===== src/rtl/dna_pkg.sv =====
// dna_pkg: shared types and constants for the 2-bit nucleotide stream blocks.
//   base_t    - one nucleotide, 2 bits.
//   MOTIF     - the 4-base marker. Element 0 sits in bits[1:0] so it is sent
//               first, in the same order as data words.
//   MOTIF_LEN - number of bases in the marker.
//   state_e   - transmit FSM states.
package dna_pkg;

  typedef logic [1:0] base_t;

  localparam int MOTIF_LEN = 4;

  // Send order is 00, 01, 11, 10 (bits[1:0] leave first).
  localparam logic [2*MOTIF_LEN-1:0] MOTIF = {2'b10, 2'b11, 2'b01, 2'b00};

  typedef enum logic [1:0] {
    ST_IDLE  = 2'd0,
    ST_SHIFT = 2'd1,
    ST_MOTIF = 2'd2
  } state_e;

endpackage


===== src/rtl/dna_word_hold.sv =====
// dna_word_hold: single-entry valid/ready holding register for stream blocks.
// Ports:
//   clk, rst_n  - clock and synchronous active-low reset
//   in_data_i   - word offered by the producer
//   in_valid_i  - producer has a word
//   in_ready_o  - entry is empty and out of reset, so a word can be taken
//   out_data_o  - held word
//   out_valid_o - entry holds a word
//   out_pop_i   - consumer takes the held word this cycle
module dna_word_hold
  import dna_pkg::*;
#(
  parameter int W = 16
) (
  input  logic         clk,
  input  logic         rst_n,
  input  logic [W-1:0] in_data_i,
  input  logic         in_valid_i,
  output logic         in_ready_o,
  output logic [W-1:0] out_data_o,
  output logic         out_valid_o,
  input  logic         out_pop_i
);

  logic         valid_q, valid_d;
  logic [W-1:0] data_q, data_d;

  // Ready is gated by reset so nothing is accepted while the block is held in reset.
  assign in_ready_o  = rst_n && !valid_q;
  assign out_data_o  = data_q;
  assign out_valid_o = valid_q;

  // A push can only happen when empty and a pop only when full, so the two
  // never collide; the push is applied last so a refill always wins.
  always_comb begin
    valid_d = valid_q;
    data_d  = data_q;
    if (out_pop_i) begin
      valid_d = 1'b0;
    end
    if (in_valid_i && in_ready_o) begin
      valid_d = 1'b1;
      data_d  = in_data_i;
    end
  end

  always_ff @(posedge clk) begin
    if (!rst_n) begin
      valid_q <= 1'b0;
      data_q  <= '0;
    end else begin
      valid_q <= valid_d;
      data_q  <= data_d;
    end
  end

endmodule


===== src/rtl/dna_seq_tx.sv =====
// dna_seq_tx: serialises packed words of 2-bit bases onto the dna stream and
// inserts the 4-base marker between words on request.
// Ports:
//   clk, rst_n            - clock and synchronous active-low reset
//   word_in/valid/ready   - packed word input handshake, bits[1:0] sent first
//   motif_req             - single-cycle request to insert the marker
//   dna_out/valid/ready   - one base per transfer
//   motif_sent            - pulse in the cycle after the last marker base transfers
//   busy                  - shifting, or a word / marker is waiting
//   bases_sent            - wrapping count of transferred bases
module dna_seq_tx
  import dna_pkg::*;
#(
  parameter int    BPW       = 8,
  parameter base_t IDLE_BASE = 2'b10
) (
  input  logic             clk,
  input  logic             rst_n,
  input  logic [2*BPW-1:0] word_in,
  input  logic             word_valid,
  output logic             word_ready,
  input  logic             motif_req,
  input  logic             dna_ready,
  output base_t            dna_out,
  output logic             dna_valid,
  output logic             motif_sent,
  output logic             busy,
  output logic [15:0]      bases_sent
);

  localparam int WW = 2 * BPW;
  // The shifter also carries the marker, so it is at least marker-wide.
  localparam int SW = (WW > 2 * MOTIF_LEN) ? WW : 2 * MOTIF_LEN;
  localparam int IW = ($clog2(BPW) > 2) ? $clog2(BPW) : 2;
  localparam logic [IW-1:0] LAST_DATA  = IW'(BPW - 1);
  localparam logic [IW-1:0] LAST_MOTIF = IW'(MOTIF_LEN - 1);

  state_e          state_q, state_d;
  logic [SW-1:0]   shift_q, shift_d;
  logic [IW-1:0]   idx_q, idx_d;
  base_t           dna_out_q, dna_out_d;
  logic            dna_valid_q, dna_valid_d;
  logic            pending_q, pending_d;
  logic            motif_sent_q, motif_sent_d;
  logic            busy_q, busy_d;
  logic [15:0]     bases_q, bases_d;

  logic [WW-1:0]   hold_data;
  logic            hold_valid;
  logic            hold_pop;
  logic            word_push;
  logic            hold_next;
  logic            xfer;
  logic            last_base;
  logic            boundary;

  dna_word_hold #(.W(WW)) u_hold (
    .clk        (clk),
    .rst_n      (rst_n),
    .in_data_i  (word_in),
    .in_valid_i (word_valid),
    .in_ready_o (word_ready),
    .out_data_o (hold_data),
    .out_valid_o(hold_valid),
    .out_pop_i  (hold_pop)
  );

  assign xfer      = dna_valid_q && dna_ready;
  assign last_base = xfer && (((state_q == ST_SHIFT) && (idx_q == LAST_DATA)) ||
                              ((state_q == ST_MOTIF) && (idx_q == LAST_MOTIF)));
  // Loading at the last transfer of a unit is what gives the bubble-free handoff.
  assign boundary  = (state_q == ST_IDLE) || last_base;
  assign word_push = word_valid && word_ready;
  assign hold_next = (hold_valid && !hold_pop) || word_push;

  // Next-state logic. dna_out is computed one cycle ahead so it leaves a flop.
  always_comb begin
    state_d     = state_q;
    shift_d     = shift_q;
    idx_d       = idx_q;
    dna_out_d   = dna_out_q;
    dna_valid_d = dna_valid_q;
    pending_d   = pending_q;
    hold_pop    = 1'b0;

    if (boundary) begin
      idx_d = '0;
      if (pending_q) begin
        // A request arriving in this same cycle is absorbed into this marker.
        state_d     = ST_MOTIF;
        shift_d     = SW'(MOTIF);
        dna_out_d   = MOTIF[1:0];
        dna_valid_d = 1'b1;
        pending_d   = 1'b0;
      end else begin
        if (motif_req) begin
          pending_d = 1'b1;
        end
        if (hold_valid) begin
          state_d     = ST_SHIFT;
          shift_d     = SW'(hold_data);
          dna_out_d   = hold_data[1:0];
          dna_valid_d = 1'b1;
          hold_pop    = 1'b1;
        end else begin
          state_d     = ST_IDLE;
          dna_out_d   = IDLE_BASE;
          dna_valid_d = 1'b0;
        end
      end
    end else begin
      if (motif_req) begin
        pending_d = 1'b1;
      end
      if (xfer) begin
        idx_d     = idx_q + IW'(1);
        shift_d   = shift_q >> 2;
        dna_out_d = shift_q[3:2];
      end
    end
  end

  assign motif_sent_d = (state_q == ST_MOTIF) && last_base;
  assign bases_d      = xfer ? (bases_q + 16'd1) : bases_q;
  assign busy_d       = (state_d != ST_IDLE) || hold_next || pending_d;

  always_ff @(posedge clk) begin
    if (!rst_n) begin
      state_q      <= ST_IDLE;
      shift_q      <= '0;
      idx_q        <= '0;
      dna_out_q    <= IDLE_BASE;
      dna_valid_q  <= 1'b0;
      pending_q    <= 1'b0;
      motif_sent_q <= 1'b0;
      busy_q       <= 1'b0;
      bases_q      <= 16'd0;
    end else begin
      state_q      <= state_d;
      shift_q      <= shift_d;
      idx_q        <= idx_d;
      dna_out_q    <= dna_out_d;
      dna_valid_q  <= dna_valid_d;
      pending_q    <= pending_d;
      motif_sent_q <= motif_sent_d;
      busy_q       <= busy_d;
      bases_q      <= bases_d;
    end
  end

  assign dna_out    = dna_out_q;
  assign dna_valid  = dna_valid_q;
  assign motif_sent = motif_sent_q;
  assign busy       = busy_q;
  assign bases_sent = bases_q;

endmodule


===== config.mk =====
export PLATFORM = sky130hd
export DESIGN_NAME = dna_seq_tx
export DESIGN_NICKNAME = d
export VERILOG_FILES = /design/src/rtl/dna_pkg.sv /design/src/rtl/dna_word_hold.sv /design/src/rtl/dna_seq_tx.sv
export SDC_FILE = /design/constraint.sdc
export NUM_CORES = 1
export LEC_CHECK = 0
export ABC_AREA = 0
export BUFFER_PORTS_ARGS = -buffer_cell sky130_fd_sc_hd__clkbuf_2
export CORE_ASPECT_RATIO = 2
export CORE_MARGIN = 2
export CORE_UTILIZATION = 45
export CTS_CLUSTER_SIZE = 30
export DETAILED_ROUTE_END_ITERATION = 8
export GPL_TIMING_DRIVEN = 0
export PLACE_DENSITY = 0.69
export SKIP_LAST_GASP = 1
export SYNTH_ARGS = -nofsm -noshare
export SYNTH_HDL_FRONTEND = slang
export SYNTH_SLANG_ARGS = --single-unit

===== constraint.sdc =====
create_clock -name clk -period 1.7 [get_ports clk]
set_input_delay 0.34 -clock clk [delete_from_list [all_inputs] [get_ports clk]]
set_output_delay 0.34 -clock clk [all_outputs]
set_load 0.05 [all_outputs]

==> reports/metrics.yaml <==
pwr:
  p_per_area_nw_per_um2: 1230
  power_frac_comb: 0.147
  switchingPower_mw: 1.05
  swShare: 0.258
  total_power_mw: 4.06
  clkPwrFrac: 0.474
  leakagePower_nw: 1.34
  p_int_mw: 3.01
  p_seq_frac: 0.379
  irDropWorstVdd_uv: 836
floorplan:
  dieArea_um2: 6480
  die_x_um: 57.9
  start_util: 0.463
  fp.coreArea_um2: 5660
  io_pins: 43
  rows: 39
  die_h_um: 112
worst_setup_path:
  end_kind: "flip-flop"
  crit_buf_inv: 1
  cp_data_arrival_time_ps: 1860
  slowest_stage: "a2111o_1"
  crit_fanout: 10
  critPathMaxStageDelay_ps: 430
  critical_path_class: "reg -> reg"
  regToRegEndpoint: "shift_q[10]"
  path_cells: "ha_4, ha_4, nand2b_4, a2111o_1, buf_6, a21oi_1, a211oi_1"
  crit_top_cell: "ha_4"
  r2r_setup_slack_ps: 30
  required_ps: 1890
  crit_path_start_kind: "flip-flop"
  crit_family: "compound AO/OA/AOI/OAI gates"
  r2r-start: "idx_q[1]"
  ff2ff_path_depth: 7
synthesis:
  syn-num-nets: 329
  syn_avg_cell_area_um2: 8.61
  yosysSeqAreaShare: 0.443
  synth_area_um2: 2620
  ys_ff_latch: 58
  yosysWarnings: 0
  syn_inst: 304
  yosysUniqueCellTypes: 44
outcome:
  outcome: "completed"
finish:
  fin_nets: 383
  n_antenna_cell: 0
  layout-area-overhead-vs-synth_pct: 26.4
  drive_gt1_frac: 0.278
  final_cells: 424
  fin_area_um2: 3310
route:
  vias: 2313
  viasPerCell: 5.46
  drtPass1Iterations: 4
  antenna_left: 0
  first_iter_violations: 72
  wl_per_cell_um: 14.5
  totalWireLength_um: 6150
  drc_errors: 0
sta:
  period_share: 0.982
  max_freq_ghz: 0.599
  setup_viol: 0
  worst_slew_pin_slew_ps: 529
  slew_headroom: 0.647
  clock_skew_ps: 5.46
  worst_slack_ps: 30.2
  hold_viol: 0
  tns_ps: 0
  finalMaxSlewViolations: 0
  rsz0062_at_grt: "true"
  min_period_ps: 1670
clock_tree:
  clk_latency_ps: 330
  cts_inserted_buffers: 9
  cts.path.max_buffers: 2
  htreeDepth: 3
  cts-root-buf: "clkbuf_16"
  clk_pin_slew_worst_paths_ps: 50
  cts.sinks: 58
  cts_tree: "yes"
worst_hold_path:
  whs_endpoint: "u_hold.out_data_o[5]"
  hold_path.class: "in -> reg"
  hold_depth: 3
  worstHoldStart: "word_in[5]"
flow_run:
  drv_cap: 0
global_routing:
  grt_use_total: 0.213
  grt_start_max_net_pins: 11
  grt_pass1_wl_um: 10500
  antenna_found_initial: 0
  grt_pass1_vias: 2334
  grt.overflow.total: 0
placed_design:
  post-place-ws_ps: -157
  place_inst: 406
  io_buffers: 41
  place_congestion: 0.817
  dp.final_hpwl_um: 4480
  dpl_cell_area_um2: 2920
==> metrics by stage <==
step / util / hold WS [ps]
finish: 0.585 / 207
global route: 0.585 / 213
CTS: 0.583 / 199
global placement: 0.515 / 447
detailed placement: 0.515 / 452
floorplan: - / 436
==> cells in the final DEF (no fill, tap or decap), drive strengths merged, types with 4 or more instances in the layout <==
cell type / count
clkbuf: 60
nor4: 5
nand2: 46
inv: 10
a21oi: 33
nand2b: 5
nand4: 8
a211oi: 9
xor2: 7
nor2: 16
dfxtp: 58
a2111oi: 5
buf: 13
o21ai: 17
nor3: 13
mux2i: 11
xnor2: 5
o31ai: 4
clkinv: 5
ha: 4
nand3: 6
==> metal layers <==
layer / share of wire / GRT usage / up-vias
met2: 0.52 / 0.373 / 60
met1: 0.40 / 0.218 / 1058
met5: 0 / 0 / -
li1: - / - / 1177
met4: 0.045 / 0.144 / 0
met3: 0.035 / 0.0430 / 18
==> sequential cells by signal, indices dropped and copies added (netlist names) <==
register	cells
bases_sent	16
busy	1
dna_out	2
dna_valid	1
idx_q	3
motif_sent	1
pending_q	1
shift_q	14
state_q	2
u_hold.out_data_o	16
u_hold.out_valid_o	1
==> cells in the mapped netlist, drive strengths merged <==
cell type	count	area, um2
dfxtp	58	1160
nand2	46	185
a21oi	33	173
o21ai	17	85.1
nor2	16	60.1
nor3	13	65.1
buf	11	76.3
mux2i	11	110
inv	10	37.5
a211oi	9	67.6
clkbuf	9	33.8
nand4	8	56.3
xor2	7	61.3
nand3	6	30.0
a2111oi	5	50.0
nand2b	5	38.8
nor4	5	31.3
xnor2	5	43.8
ha	4	50.1
o31ai	4	30.0
and2	3	21.3
and4	3	28.8
a21o	2	17.5
a41o	2	20.0
and3	2	12.5
nor2b	2	15.0
or3	2	12.5
a2111o	1	11.3
clkinv	1	3.75
nand4b	1	8.76
nor3b	1	7.51
o21bai	1	7.51
or2	1	6.26
==> how the worst max path moves through the flow <==
stage / slack, ps / start / depth (start not counted) / endpoint
after floorplan: 0.1 / idx_q[0] / 6 / shift_q[14]
after global placement: -150 / idx_q[0] / 6 / shift_q[15]
after detailed placement: -160 / idx_q[0] / 6 / shift_q[14]
after CTS: -20 / idx_q[1] / 7 / shift_q[13]
after global routing: -60 / idx_q[1] / 7 / shift_q[8]
final: 30 / idx_q[1] / 7 / shift_q[10]
==> power by group through the flow <==
stage          Sequential (mW)  Combinational (mW)  Clock (mW)
2_1_floorplan             1.60               0.392           0
3_3_place_gp              1.56               0.566           0
3_5_place_dp              1.56               0.573           0
4_1_cts                   1.54               0.588        1.95
5_1_grt                   1.55               0.658        2.02
6_report                  1.54               0.596        1.93
==> cell type report <==
class                   count  area [um2]
clock buffers              10         239
fillers                   528        2350
inverters                  11        41.3
plain buffers              20         111
multi-input cells         215        1370
clock inverters             6        80.1
flip-flops and latches     58        1170
repair buffers             43         220
well taps                  61        76.3
==> kinds of logic (layout without fill, tap and decap cells) <==
group,after synthesis,after routing,synth area share
AOI/OAI and AO/OA,74,74,0.176
buffers and inverters,31,90,0.0578
muxes,11,11,0.0420
and+or+nand+nor,114,114,0.221
DFF,58,58,0.443
xor gates and xnor gates,12,12,0.0401
adders and majority gates,4,4,0.0191
==> worst register-to-register path, delay by kind of cell (launching register included) <==
family	cells	cell delay [ps]
compound gates	3	640
buf+inv	1	170
flops	1	350
simple gates	1	60
fa+ha+maj	2	310
==> what timing repair did <==
item                       in CTS  in global routing
resized for setup              10                  7
hold buffers                    0                  0
setup endpoints to repair      16                 18
pin swaps                       3                  1
setup buffers                   2                  0
(Power assumes the default switching activity.)
